**config.mk**
```make
export PLATFORM = sky130hd
export DESIGN_NAME = pixel_capture_engine
export DESIGN_NICKNAME = d
export VERILOG_FILES = /design/src/rtl/pixel_capture_engine.sv
export SDC_FILE = /design/constraint.sdc
export NUM_CORES = 1
export LEC_CHECK = 0
export ABC_AREA = 1
export CAP_MARGIN = 40
export CORE_ASPECT_RATIO = 1.25
export CORE_MARGIN = 5
export CORE_UTILIZATION = 50
export DETAILED_ROUTE_END_ITERATION = 8
export GPL_ROUTABILITY_DRIVEN = 0
export HOLD_SLACK_MARGIN = 0.1
export PLACE_DENSITY_LB_ADDON = 0.3
export SYNTH_ARGS = -nofsm -noshare
export SYNTH_HDL_FRONTEND = slang
export SYNTH_SLANG_ARGS = --single-unit
```
**constraint.sdc**
```tcl
create_clock -name clk -period 5.35 [get_ports clk]
set_clock_uncertainty 0.2 [all_clocks]
set_input_delay 0.8025 -clock clk [delete_from_list [all_inputs] [get_ports clk]]
set_output_delay 0.8025 -clock clk [all_outputs]
set_load 0.005 [all_outputs]
```
**src/rtl/pixel_capture_engine.sv**
```systemverilog
// rtl/pixel_capture_engine.sv - camera byte capture packed into SRAM words; `define FRAME_CRC_EN adds frame_crc
module pixel_capture_engine #(
    parameter int   DATA_W       = 8,
    parameter int   SRAM_DW      = 16,
    parameter int   ADDR_W       = 16,
    parameter int   BASE_ADDR    = 0,
    parameter int   MAX_WORDS    = 65535,
    parameter int   FIFO_DEPTH   = 8,
    parameter logic VSYNC_ACTIVE = 1'b0,
    parameter int   JPEG_MODE    = 1
) (
    input  logic               clk,
    input  logic               reset,
    input  logic               capture_req,
    input  logic               camera_vsync,
    input  logic               camera_hsync,
    input  logic               camera_pclk,
    input  logic [DATA_W-1:0]  camera_data,
    output logic               sram_start,
    output logic               sram_rw,
    output logic [ADDR_W-1:0]  sram_addr,
    output logic [SRAM_DW-1:0] sram_data,
    input  logic               sram_ready,
    output logic               busy,
    output logic               frame_end,
    output logic               error,
    output logic [1:0]         error_code,
    output logic [ADDR_W-1:0]  stop_addr
`ifdef FRAME_CRC_EN
    ,
    output logic [15:0]        frame_crc
`endif
);

    localparam int LANES = SRAM_DW / DATA_W;
    localparam int LW    = (LANES > 1) ? $clog2(LANES) : 1;
    localparam int FAW   = (FIFO_DEPTH > 1) ? $clog2(FIFO_DEPTH) : 1;
    localparam logic [DATA_W-1:0] BYTE_FF = DATA_W'(8'hFF);
    localparam logic [DATA_W-1:0] BYTE_D9 = DATA_W'(8'hD9);

    localparam logic [2:0] S_IDLE       = 3'd0;
    localparam logic [2:0] S_WAIT_VS    = 3'd1;
    localparam logic [2:0] S_WAIT_START = 3'd2;
    localparam logic [2:0] S_CAPTURE    = 3'd3;
    localparam logic [2:0] S_FLUSH      = 3'd4;
    localparam logic [2:0] S_DONE       = 3'd5;
    localparam logic [2:0] S_ERR        = 3'd6;

    logic [2:0]         state;
    logic [DATA_W-1:0]  data_s1, data_s2;
    logic               vsync_s1, vsync_s2, hsync_s1, hsync_s2, pclk_s1, pclk_s2, pclk_d;
    logic               vs_active, pclk_edge, byte_acc, jpeg_end, raw_end;
    logic [LW-1:0]      lane_cnt;
    logic               lane_last;
    logic [SRAM_DW-1:0] pack_buf, pack_next, push_word;
    logic               prev_ff;
    logic               push_req, push_ok, overflow, max_hit, pop;
    logic [31:0]        push_cnt;
    logic [ADDR_W-1:0]  wr_idx;
    logic [SRAM_DW-1:0] fifo_mem [FIFO_DEPTH];
    logic [FAW-1:0]     wr_ptr, rd_ptr;
    logic [FAW:0]       fifo_cnt;
    logic               fifo_full;
    logic               out_busy, out_low, wr_done;

    always_ff @(posedge clk) begin
        if (reset) begin
            data_s1  <= '0;
            data_s2  <= '0;
            vsync_s1 <= 1'b0;
            vsync_s2 <= 1'b0;
            hsync_s1 <= 1'b0;
            hsync_s2 <= 1'b0;
            pclk_s1  <= 1'b0;
            pclk_s2  <= 1'b0;
            pclk_d   <= 1'b0;
        end else begin
            data_s1  <= camera_data;
            data_s2  <= data_s1;
            vsync_s1 <= camera_vsync;
            vsync_s2 <= vsync_s1;
            hsync_s1 <= camera_hsync;
            hsync_s2 <= hsync_s1;
            pclk_s1  <= camera_pclk;
            pclk_s2  <= pclk_s1;
            pclk_d   <= pclk_s2;
        end
    end

    assign vs_active = (vsync_s2 == VSYNC_ACTIVE);
    assign pclk_edge = pclk_s2 & ~pclk_d;
    assign byte_acc  = (state == S_CAPTURE) && pclk_edge && hsync_s2 && !vs_active;
    assign jpeg_end  = (JPEG_MODE != 0) && byte_acc && prev_ff && (data_s2 == BYTE_D9);
    assign raw_end   = (JPEG_MODE == 0) && vs_active;
    assign lane_last = (lane_cnt == LW'(LANES - 1));

    always_comb begin
        pack_next = pack_buf;
        pack_next[lane_cnt*DATA_W +: DATA_W] = data_s2;
    end

    // Partial words leave FLUSH with upper lanes still zero from the last clear
    always_comb begin
        push_req  = 1'b0;
        push_word = pack_next;
        if (byte_acc && lane_last) begin
            push_req = 1'b1;
        end else if (state == S_FLUSH && lane_cnt != '0) begin
            push_req  = 1'b1;
            push_word = pack_buf;
        end
    end

    assign wr_done   = out_busy && out_low && sram_ready;
    assign pop       = wr_done;
    assign fifo_full = (fifo_cnt == (FAW+1)'(FIFO_DEPTH));
    assign overflow  = push_req && fifo_full && !pop;
    assign max_hit   = push_req && (push_cnt >= 32'(MAX_WORDS));
    assign push_ok   = push_req && !overflow && !max_hit;

    assign sram_start = !reset && (fifo_cnt != '0) && sram_ready && !out_busy && (state != S_ERR);
    assign sram_rw    = 1'b0;
    assign sram_addr  = (sram_start || out_busy) ? (ADDR_W'(BASE_ADDR) + wr_idx) : '0;
    assign sram_data  = (sram_start || out_busy) ? fifo_mem[rd_ptr] : '0;
    assign busy       = (state == S_WAIT_VS) || (state == S_WAIT_START) ||
                        (state == S_CAPTURE) || (state == S_FLUSH);
    assign frame_end  = (state == S_DONE);

    always_ff @(posedge clk) begin
        if (reset) begin
            state      <= S_IDLE;
            error      <= 1'b0;
            error_code <= 2'd0;
            stop_addr  <= '0;
            lane_cnt   <= '0;
            pack_buf   <= '0;
            prev_ff    <= 1'b0;
            push_cnt   <= '0;
            wr_idx     <= '0;
        end else begin
            if (push_ok) push_cnt <= push_cnt + 32'd1;
            if (pop)     wr_idx   <= wr_idx + 1'b1;
            case (state)
                S_IDLE: if (capture_req) begin
                    state      <= S_WAIT_VS;
                    error      <= 1'b0;
                    error_code <= 2'd0;
                    lane_cnt   <= '0;
                    pack_buf   <= '0;
                    prev_ff    <= 1'b0;
                    push_cnt   <= '0;
                    wr_idx     <= '0;
                end
                S_WAIT_VS:    if (vs_active)  state <= S_WAIT_START;
                S_WAIT_START: if (!vs_active) state <= S_CAPTURE;
                S_CAPTURE: begin
                    if (JPEG_MODE != 0 && vs_active) begin
                        state      <= S_ERR;
                        error      <= 1'b1;
                        error_code <= 2'd1;
                    end else if (overflow) begin
                        state      <= S_ERR;
                        error      <= 1'b1;
                        error_code <= 2'd2;
                    end else if (max_hit) begin
                        state      <= S_ERR;
                        error      <= 1'b1;
                        error_code <= 2'd3;
                    end else begin
                        if (byte_acc) begin
                            prev_ff <= (data_s2 == BYTE_FF);
                            if (lane_last) begin
                                lane_cnt <= '0;
                                pack_buf <= '0;
                            end else begin
                                lane_cnt <= lane_cnt + 1'b1;
                                pack_buf <= pack_next;
                            end
                        end
                        if (jpeg_end || raw_end) state <= S_FLUSH;
                    end
                end
                S_FLUSH: begin
                    if (overflow) begin
                        state      <= S_ERR;
                        error      <= 1'b1;
                        error_code <= 2'd2;
                    end else if (max_hit) begin
                        state      <= S_ERR;
                        error      <= 1'b1;
                        error_code <= 2'd3;
                    end else if (push_req) begin
                        lane_cnt <= '0;
                        pack_buf <= '0;
                    end else if (fifo_cnt == '0 && !out_busy) begin
                        state <= S_DONE;
                    end
                end
                S_DONE: begin
                    stop_addr <= wr_idx;
                    state     <= S_IDLE;
                end
                S_ERR:   if (!out_busy) state <= S_IDLE;
                default: state <= S_IDLE;
            endcase
        end
    end

    always_ff @(posedge clk) begin
        if (push_ok) fifo_mem[wr_ptr] <= push_word;
    end

    // An in-flight write cannot be aborted, so the discard waits for it to finish
    always_ff @(posedge clk) begin
        if (reset || (state == S_ERR && !out_busy)) begin
            wr_ptr   <= '0;
            rd_ptr   <= '0;
            fifo_cnt <= '0;
        end else begin
            if (push_ok) wr_ptr <= wr_ptr + 1'b1;
            if (pop)     rd_ptr <= rd_ptr + 1'b1;
            case ({push_ok, pop})
                2'b10:   fifo_cnt <= fifo_cnt + 1'b1;
                2'b01:   fifo_cnt <= fifo_cnt - 1'b1;
                default: fifo_cnt <= fifo_cnt;
            endcase
        end
    end

    always_ff @(posedge clk) begin
        if (reset) begin
            out_busy <= 1'b0;
            out_low  <= 1'b0;
        end else if (sram_start) begin
            out_busy <= 1'b1;
            out_low  <= 1'b0;
        end else if (out_busy) begin
            if (!sram_ready) begin
                out_low <= 1'b1;
            end else if (out_low) begin
                out_busy <= 1'b0;
                out_low  <= 1'b0;
            end
        end
    end

`ifdef FRAME_CRC_EN
    logic [15:0] crc_run;

    function automatic logic [15:0] crc16_step(input logic [15:0] c, input logic [DATA_W-1:0] d);
        logic [15:0] r;
        r = c;
        for (int i = DATA_W - 1; i >= 0; i--) begin
            r = {r[14:0], 1'b0} ^ ((r[15] ^ d[i]) ? 16'h1021 : 16'h0000);
        end
        return r;
    endfunction

    always_ff @(posedge clk) begin
        if (reset) begin
            crc_run   <= '0;
            frame_crc <= '0;
        end else begin
            if (state == S_IDLE && capture_req) begin
                crc_run <= 16'hFFFF;
            end else if (byte_acc && !overflow && !max_hit) begin
                crc_run <= crc16_step(crc_run, data_s2);
            end
            if (state == S_DONE) frame_crc <= crc_run;
        end
    end
`endif

endmodule

```
==> metrics <==
largest family of logic cells by synthesized area=simple AND/OR/NAND/NOR gates; #FFs+latches synth=254; Synth top cells by count=nor2_1 (241), edfxtp_1 (128), nand2_1 (127), dfxtp_1 (126), o21ai_0 (118); number of global-route vias before repair=7220; Die Ht=171 um; Post-CTS Setup Bufs=0; # resized after CTS=0; Cell Rows=58; mean routed wirelength per cell=14.9 um; mux share of post-synthesis cell area=0%; clock root buffer=clkbuf_16; CTS tree=built; Synth warnings=0; filler-free cell count of the finished design=1465; Worst path slowest cell=clkdlybuf4s50_1; worst path cell trace=clkdlybuf4s50_1 -> nand4_1 -> nor2_1 -> inv_1 -> nand2_1 -> inv_1 -> buf_16 -> nor2_1 -> clkdlybuf4s50_1; Synth Net Count=1128; Top Ports=70; CTS hold repair buffers=0; Synth cell types=47; CTS max path bufs=3; most common cell in the netlist=nor2_1; layout net count=1199; cell taking the most area after synthesis=edfxtp_1; EDFF count, synth=128; antenna violations before repair=0; synthesized cell area=10300 um2; Starting Density=51.0%; DR iter-0 viols=428; setup TNS=0 ps; CP Data Required Time=4350 ps; pre-CTS WS=1340 ps; Die ar.=23600 um2; H-Tree Depth=1; Area Overhead vs Synth=18.5%; Hold Slack=202 ps; worst slew pin tran=978 ps; simple-gate share of the synthesized area=17.9%; # port buffers=68; Largest stage delay, worst path=560 ps; final routed DRC violation total=0; Final Hold Fails=0; largest net degree at the start of global routing=65; final period utilization=74.8%; DP HPWL=14.0 mm; startpoint types=input pin; Synth Instances=1106; synthesized area per cell=9.33 um2; Max Cap Viol=0; status=finished, final reports clean; Slew Limit Fails=0; worst rel slew slack=34.1%; Arrival @ worst endpoint=3000 ps; Post-Synth Adder-Cell Area=0.849%; Worst VDD drop=0.288 mV; total CTS buffers=24; area occupied by multi-input gates=3350 um2; Ant. Diodes=0; leak pwr=4.43 nW; top-area cell type share of the netlist area=37.2%; routed vias=7574; CP Max Fanout=16; top cells by area, synth=edfxtp_1 (37%), dfxtp_1 (24%), nor2_1 (8.8%); Worst-Skew Late Latency=520 ps; Final Setup Violations=0; Critical path origin=sram_ready; first-pass GRT wire length=35.7 mm; layout cells sized above 1=8.03%; CP endpoint kind=primary output; RSZ-0062 raised after global routing=false; hold path start=vsync_s1; register area share after synthesis=61.7%; Final ANT Viol Nets=0; Post-synth top flop=edfxtp_1; post-layout min period=4000 ps; fmax=250 MHz; Sink Count=254; Hold WC Path Type=register to register; Synth async-reset ratio=0%; 1st-pass router iterations=4; Die X=139 um; Clock transition at path regs=60 ps; storage element area=6370 um2; r2r startpoint=lane_cnt; post-synthesis xor/xnor area fraction=1.19%; all-layer global routing usage=18.2%; Filler cells=1659; Cell Pwr Density=368 nW/um2; Placed Cells=1421; GRT overflow=0; Core Area=20200 um2; Final Routed Wirelength=21.8 mm; worst setup path class=input pin to primary output; post-route setup slack=1350 ps; Compound-Gate Fraction of Synth Area=12.1%; vias per inst=5.17
[sequential cells by signal, summed over array words and instances, names as in the netlist, named ones only]
| register | count |
|---|---|
| lane_cnt | 1 |
| pclk_s1 | 1 |
| wr_idx | 16 |
| out_busy | 1 |
| prev_ff | 1 |
| fifo_mem | 128 |
| hsync_s2 | 1 |
| error_code | 2 |
| fifo_cnt | 4 |
| hsync_s1 | 1 |
| error | 1 |
| data_s2 | 8 |
| stop_addr | 16 |
| push_cnt | 32 |
| wr_ptr | 3 |
| state | 3 |
| vsync_s1 | 1 |
| pclk_s2 | 1 |
| vsync_s2 | 1 |
| out_low | 1 |
| rd_ptr | 3 |
| pack_buf | 16 |
| data_s1 | 8 |
| pclk_d | 1 |
[metrics by stage]
| step | instance area, um2 | util [%] | total power [mW] |
|---|---|---|---|
| after global routing | 12200 | 60.4 | 4.70 |
| final | 12200 | 60.4 | 4.50 |
| after floorplan | 10300 | - | 2.56 |
| after detailed placement | 11400 | 56.2 | 2.76 |
| after global placement | 11300 | 55.9 | 2.74 |
| after CTS | 12200 | 60.4 | 4.54 |
[cell families after synthesis]
group	Yosys count
simple gates	442
xor+xnor	14
flops	254
fa+ha+maj	7
compound gates	221
other cells	1
buf+inv	167
[placed cells by master, fill, tap and decap left out, types with 2 or more instances in the layout]
cell / instances
xnor2_1: 4
xor2_1: 10
nor2_2: 2
buf_2: 6
o21ai_0: 118
bufinv_16: 5
a21oi_1: 56
o211ai_1: 30
nor3_2: 9
inv_2: 4
dfxtp_2: 2
edfxtp_1: 128
o21a_1: 2
a211oi_1: 2
ha_1: 7
dfxtp_1: 124
a31oi_1: 2
inv_1: 115
clkinv_2: 2
nand2_2: 4
nand3_1: 21
clkdlybuf4s50_1: 68
nor3_1: 11
clkbuf_16: 25
nand2_1: 127
buf_4: 15
nand2_4: 3
nor2_4: 3
nand4_1: 14
nor2_1: 241
clkinvlp_2: 4
clkinv_1: 7
[worst max-delay path, delay by kind of cell]
family,cells,cell delay [ps]
buf+inv,5,1700
simple gates,4,480
[routing by layer]
metal  vias up  part of all wire (%)  track usage [%]
met5         -                     0                0
met4         0                   2.2             5.67
met3        35                   6.0             3.77
met2       176                    49             32.4
met1      3545                    42             22.5
li1       3818                     -                -
[path summary, 6_finish.rpt]
| kind | to | cells after the start | slack, ps |
|---|---|---|---|
| max | sram_data[3] | 9 | 1350 |
| max reg2reg | fifo_mem[3][13] | 7 | 2490 |
| min reg2reg | vsync_s2 | 2 | 200 |
| min | vsync_s2 | 2 | 200 |
[cell type report]
class / count / share of cell area (%)
Timing Repair Buffer: 91 / 7.12
Sequential cell: 254 / 52.1
Multi-Input combinational cell: 685 / 27.4
Clock inverter: 18 / 1.76
Clock buffer: 26 / 5.15
Tap cell: 270 / 2.76
Inverter: 121 / 3.71
[where the power goes]
| part | leakage, nW | switching (mW) | internal, mW |
|---|---|---|---|
| combinational | 1.82 | 0.344 | 0.194 |
| sequential | 2.21 | 0.0642 | 2.11 |
| clock | 0.401 | 0.700 | 1.09 |
Power figures use the tool's default switching activity.
